$ cat src/rtl/mult_seq_pkg.sv
// Shared definitions for the shift-and-add multiplier sequencer.
// Contents:
//   - 3-bit state encodings and the state_t enum built from them
//   - Booth {Q0,Q_M1} pair codes used when MULT_SEQUENCER_BOOTH_EN is defined
//   - ctrl_t: the bundle of datapath strobes plus BUSY/DONE
//   - decode_ctrl(): Moore decode of a state into ctrl_t
package mult_seq_pkg;

   localparam logic [2:0] ENC_IDLE  = 3'd0;
   localparam logic [2:0] ENC_LOAD  = 3'd1;
   localparam logic [2:0] ENC_TEST  = 3'd2;
   localparam logic [2:0] ENC_ADD   = 3'd3;
   localparam logic [2:0] ENC_SUB   = 3'd4;
   localparam logic [2:0] ENC_SHIFT = 3'd5;
   localparam logic [2:0] ENC_FIN   = 3'd6;

   typedef enum logic [2:0] {
      S_IDLE  = ENC_IDLE,
      S_LOAD  = ENC_LOAD,
      S_TEST  = ENC_TEST,
      S_ADD   = ENC_ADD,
      S_SUB   = ENC_SUB,
      S_SHIFT = ENC_SHIFT,
      S_FIN   = ENC_FIN
   } state_t;

   // Booth pair codes, ordered {Q0, Q_M1}
   localparam logic [1:0] PAIR_SUB = 2'b10;
   localparam logic [1:0] PAIR_ADD = 2'b01;

   typedef struct packed {
      logic clr_a;
      logic ldq;
      logic ldm;
      logic lda;
      logic add_en;
      logic sub_en;
      logic sr;
      logic asr;
      logic busy;
      logic done;
   } ctrl_t;

   // Strobes for one state. SUB-related and ASR strobes only exist in Booth mode,
   // so they are gated by 'booth' and become constant 0 otherwise.
   function automatic ctrl_t decode_ctrl(input state_t s, input logic booth);
      ctrl_t c;
      c      = ctrl_t'(10'b0);
      c.busy = (s != S_IDLE);
      case (s)
         S_LOAD: begin
            c.clr_a = 1'b1;
            c.ldq   = 1'b1;
            c.ldm   = 1'b1;
         end
         S_ADD: begin
            c.lda    = 1'b1;
            c.add_en = 1'b1;
         end
         S_SUB: begin
            c.lda    = booth;
            c.sub_en = booth;
         end
         S_SHIFT: begin
            c.sr  = 1'b1;
            c.asr = booth;
         end
         S_FIN:   c.done = 1'b1;
         default: c.done = 1'b0;
      endcase
      return c;
   endfunction

endpackage

$ cat src/rtl/mult_bit_counter.sv
// Bit counter for the multiplier sequencer.
// Ports:
//   clk, rst : clock, asynchronous active-high reset
//   clr      : synchronous clear to 0 (has priority over inc)
//   inc      : increment by one
//   cnt      : current count (CW bits)
//   tc       : terminal count, high when cnt == WIDTH-1
module mult_bit_counter #(
   parameter  int WIDTH = 8,
   localparam int CW    = $clog2(WIDTH)
) (
   input  logic          clk,
   input  logic          rst,
   input  logic          clr,
   input  logic          inc,
   output logic [CW-1:0] cnt,
   output logic          tc
);

   localparam logic [CW-1:0] LAST = CW'(WIDTH - 1);
   localparam logic [CW-1:0] ONE  = CW'(1);
   localparam logic [CW-1:0] ZERO = CW'(0);

   // Count register; the sequencer never increments past LAST, so no wrap logic.
   always_ff @(posedge clk or posedge rst) begin
      if (rst) begin
         cnt <= ZERO;
      end else if (clr) begin
         cnt <= ZERO;
      end else if (inc) begin
         cnt <= cnt + ONE;
      end else begin
         cnt <= cnt;
      end
   end

   assign tc = (cnt == LAST);

endmodule

$ cat src/rtl/mult_sequencer.sv
// Control sequencer for a shift-and-add multiplier datapath (A, Q, M registers).
// A START pulse in IDLE runs LOAD, then WIDTH rounds of TEST/[ADD|SUB]/SHIFT,
// then a one-cycle FIN with DONE high; product is then valid in A:Q.
// Build option: define MULT_SEQUENCER_BOOTH_EN for radix-2 Booth (signed)
// operation; otherwise plain unsigned shift-add (SUB_EN/ASR stay 0, Q_M1 unused).
// Ports:
//   CLK, RST   : clock (rising edge), asynchronous active-high reset
//   START      : operation request, only honoured in IDLE
//   Q0, Q_M1   : Q LSB and Booth extra bit, looked at only in TEST
//   CLR_A, LDQ, LDM, LDA, ADD_EN, SUB_EN, SR, ASR : datapath strobes
//   BUSY       : high outside IDLE
//   DONE       : one-cycle pulse when the product is valid
//   CNT        : number of bits processed so far
module mult_sequencer
   import mult_seq_pkg::*;
#(
   parameter  int WIDTH = 8,
   localparam int CW    = $clog2(WIDTH)
) (
   input  logic          CLK,
   input  logic          RST,
   input  logic          START,
   input  logic          Q0,
   input  logic          Q_M1,
   output logic          CLR_A,
   output logic          LDQ,
   output logic          LDM,
   output logic          LDA,
   output logic          ADD_EN,
   output logic          SUB_EN,
   output logic          SR,
   output logic          ASR,
   output logic          BUSY,
   output logic          DONE,
   output logic [CW-1:0] CNT
);

`ifdef MULT_SEQUENCER_BOOTH_EN
   localparam logic BOOTH = 1'b1;
`else
   localparam logic BOOTH = 1'b0;
   logic unused_q_m1;
   assign unused_q_m1 = Q_M1;
`endif

   state_t state;
   state_t next_state;
   ctrl_t  ctrl_r;
   logic   cnt_clr;
   logic   cnt_inc;
   logic   cnt_tc;

   mult_bit_counter #(.WIDTH(WIDTH)) u_cnt (
      .clk (CLK),
      .rst (RST),
      .clr (cnt_clr),
      .inc (cnt_inc),
      .cnt (CNT),
      .tc  (cnt_tc)
   );

   // State register
   always_ff @(posedge CLK or posedge RST) begin
      if (RST) begin
         state <= S_IDLE;
      end else begin
         state <= next_state;
      end
   end

   // Outputs are registered from the decode of the next state, so they are
   // cycle-for-cycle the Moore decode of 'state' but leave the block glitch-free.
   always_ff @(posedge CLK or posedge RST) begin
      if (RST) begin
         ctrl_r <= decode_ctrl(S_IDLE, BOOTH);
      end else begin
         ctrl_r <= decode_ctrl(next_state, BOOTH);
      end
   end

   // Next-state and counter control
   always_comb begin
      next_state = state;
      cnt_clr    = 1'b0;
      cnt_inc    = 1'b0;
      case (state)
         S_IDLE: begin
            if (START) begin
               next_state = S_LOAD;
            end else begin
               next_state = S_IDLE;
            end
         end
         S_LOAD: begin
            cnt_clr    = 1'b1;
            next_state = S_TEST;
         end
         S_TEST: begin
`ifdef MULT_SEQUENCER_BOOTH_EN
            case ({Q0, Q_M1})
               PAIR_SUB: next_state = S_SUB;
               PAIR_ADD: next_state = S_ADD;
               default:  next_state = S_SHIFT;
            endcase
`else
            if (Q0) begin
               next_state = S_ADD;
            end else begin
               next_state = S_SHIFT;
            end
`endif
         end
         S_ADD:   next_state = S_SHIFT;
         S_SUB:   next_state = S_SHIFT;
         S_SHIFT: begin
            // Last bit done: hold CNT at WIDTH-1 through FIN
            if (cnt_tc) begin
               next_state = S_FIN;
            end else begin
               cnt_inc    = 1'b1;
               next_state = S_TEST;
            end
         end
         S_FIN:   next_state = S_IDLE;
         default: next_state = S_IDLE;
      endcase
   end

   assign CLR_A  = ctrl_r.clr_a;
   assign LDQ    = ctrl_r.ldq;
   assign LDM    = ctrl_r.ldm;
   assign LDA    = ctrl_r.lda;
   assign ADD_EN = ctrl_r.add_en;
   assign SUB_EN = ctrl_r.sub_en;
   assign SR     = ctrl_r.sr;
   assign ASR    = ctrl_r.asr;
   assign BUSY   = ctrl_r.busy;
   assign DONE   = ctrl_r.done;

endmodule

$ cat config.mk
export PLATFORM = sky130hd
export DESIGN_NAME = mult_sequencer
export DESIGN_NICKNAME = d
export VERILOG_FILES = /design/src/rtl/mult_seq_pkg.sv /design/src/rtl/mult_bit_counter.sv /design/src/rtl/mult_sequencer.sv
export SDC_FILE = /design/constraint.sdc
export NUM_CORES = 1
export LEC_CHECK = 0
export CORE_MARGIN = 4
export CORE_UTILIZATION = 35
export DETAILED_ROUTE_END_ITERATION = 8
export PLACE_DENSITY_LB_ADDON = 0.08
export SLEW_MARGIN = 30
export SYNTH_ARGS = -nofsm -noshare
export SYNTH_HDL_FRONTEND = slang
export SYNTH_SLANG_ARGS = --single-unit
export TNS_END_PERCENT = 50
$ cat constraint.sdc
create_clock -name CLK -period 1.4 [get_ports CLK]
set_clock_uncertainty 0.1 [all_clocks]
set_input_delay 0.28 -clock CLK [delete_from_list [all_inputs] [get_ports CLK]]
set_output_delay 0.28 -clock CLK [all_outputs]
set_load 0.02 [all_outputs]
==> results_dict.tcl <==
set metrics [dict create \
    drtIter0Drc 5 \
    avgSynthCellArea_um2 10.6 \
    critPathMaxFanout 3 \
    start_kind "flip-flop" \
    final_cell_mix "dfrtp_1 (10), dlygate4sd2_1 (8)" \
    powerDensity_nw_per_um2 1920 \
    first_global_vias 324 \
    drcViolationCount 0 \
    grt_first_pass_wirelength_um 1400 \
    dieHeight_um 46.9 \
    areaGrowthSynthToFinish_pct 30.7 \
    worstReg2RegStart "u_cnt.cnt[0]" \
    crit_family "flip-flops" \
    clkSinkCount 11 \
    routedWlPerCell_um 12.2 \
    ys_seq_elements 11 \
    clkLatencyLatePin_ns 0.27 \
    clkSlewWorstSetupHoldPaths_ns 0.07 \
    finalNetCount 72 \
    vias 372 \
    synth_cell_type_count 26 \
    hold_viol 0 \
    final_common_cell "dfrtp_1" \
    setup_violations 0 \
    routed_wl_um 960 \
    rr_endpoint "u_cnt.cnt[2]" \
    crit_type "flip-flop to output port" \
    grt_max_degree 15 \
    outcome "finished clean" \
    clockBufferDepth 2 \
    antennaDiodeCount 0 \
    die_area_um2 2200 \
    core_um2 1370 \
    seq_area_frac_synth_pct 52.0 \
    globalplace.congestion 0.747 \
    grt_util_all_layers_pct 9.66 \
    syn_area_um2 529 \
    first_pass_iters 4 \
    vdd_ir_drop_max_uv 859 \
    num-fill-cells 139 \
    initial_core_util_pct 38.7 \
    crit_path_top_delay_cell "dfrtp_1" \
    dp_hpwl_um 697 \
    rows 13 \
    crit_buf_inv 1 \
    fmax_mhz 733 \
    ant_nets 0 \
    netlist_instances 50 \
    fin_area_um2 692 \
    r2r_cells 5 \
    worst_ep_arrival_time_ns 0.98 \
    r2r_slack_ns 0.07 \
    drv_cap 0 \
    required_ns 1.02 \
    period_needed_ns 1.36 \
    grt_antenna_before_repair 0 \
    post_cts_buffers 0 \
    cts_htree_levels 1 \
    max_stage_delay_ns 0.39 \
    synth_edf_count 0 \
    rsz0062_at_grt "true" \
    hold_class "input pin to async pin" \
    yosysWarnings 0 \
    finalCritPeriodShare_pct 97.5 \
    grt_overflow 0 \
    crit_chain "dlygate4sd2_1" \
    utilization_pct 50.6 \
    cts_tree "done" \
    cts-root-buf "clkbuf_4" \
    endpoint_kind "output port" \
    drive_above_1_share_pct 17.2 \
    portBuffers 14 \
    dpl_cell_area_um2 661 \
    ios 18 \
    slew_violations 0 \
    synth_ff_type "dfrtp_1" \
    die_w_um 46.9 \
    leakage_nw 0.335 \
    via_per_inst 4.71 \
    async_reset_ff_share_pct 100 \
    cts_made_buffers 3 \
]
cell usage after synthesis (all sizes together), types with 2 or more instances:
cell type | number | area, um2
nand2 | 3 | 11.3
buf | 7 | 50.0
dfrtp | 11 | 275
ha | 2 | 25.0
inv | 3 | 11.3
nor2 | 3 | 13.8
a31o | 2 | 17.5
nand2b | 2 | 12.5
nor2b | 2 | 15.0
o21ai | 3 | 15.0
routing by layer:
| metal | share of wire (%) | up-vias | GRT usage [%] |
|---|---|---|---|
| li1 | - | 191 | - |
| met1 | 45 | 166 | 11.4 |
| met2 | 44 | 15 | 14.6 |
| met3 | 11 | 0 | 5.75 |
| met4 | 0 | 0 | 3.31 |
| met5 | 0 | - | 0 |
registers in the layout, indices dropped and copies added, names as in the netlist:
register and count:
state 3, u_cnt.cnt 3, ADD_EN 1, BUSY 1
CLR_A 1, DONE 1, SR 1
where the power goes:
group          internal [mW]  switching, mW
Combinational          0.250          0.297
Sequential             0.426          0.137
Clock                  0.110          0.105
stage by stage:
stage	setup slack, ns	total power [mW]	cells	hold slack [ns]	TNS (ns)
after global placement	0.0103	1.16	75	0.479	0
after global routing	-0.00251	1.42	79	0.233	-0.00393
after CTS	0.00544	1.33	79	0.209	0
after detailed placement	0.00883	1.17	75	0.466	0
final	0.0355	1.33	79	0.199	0
after floorplan	0.00434	0.966	51	0.0324	0
worst register-to-register path, stage by stage (launching register included):
cell,delay [ns]
dfrtp_2,0.41
ha_2,0.20
ha_4,0.18
nand2_2,0.08
nand2_1,0.06
a32o_1,0.20
cell families (layout without fill, tap and decap cells):
kind of cell / Yosys count / count (layout) / synth area share [%]
other: 1 / 2 / 0.709
buffers and inverters: 10 / 23 / 11.6
adders and majority gates: 2 / 2 / 4.73
DFF: 11 / 11 / 52.0
muxes: 1 / 1 / 1.89
AOI/OAI and AO/OA: 10 / 10 / 13.2
and+or+nand+nor: 15 / 15 / 15.8
worst max path at each step:
stage          slack, ns  cells after the start      endpoint         start
2_1_floorplan      0.004                      5  u_cnt.cnt[2]  u_cnt.cnt[0]
5_1_grt           -0.003                      1           LDQ         CLR_A
4_1_cts            0.005                      1        CNT[0]  u_cnt.cnt[0]
6_report            0.04                      1           LDM         CLR_A
3_3_place_gp        0.01                      5  u_cnt.cnt[2]  u_cnt.cnt[0]
3_5_place_dp       0.009                      1         CLR_A         CLR_A
layout make-up:
type | instances | area [um2] | share of cell area, %
multi-input combinational | 30 | 214 | 30.9
sequential | 11 | 277 | 40.0
tap | 15 | 18.8 | 2.71
inverter | 3 | 11.3 | 1.63
clock buffer | 4 | 26.3 | 3.80
timing repair buffer | 16 | 145 | 21.0
repair_timing:
| item | CTS | global route |
|---|---|---|
| hold buffers | 0 | 0 |
| setup endpoints to repair | 11 | 7 |
| gates resized for setup | 12 | 5 |
| cloned | 0 | 0 |
Note: power is estimated with default switching activity, not from simulation.
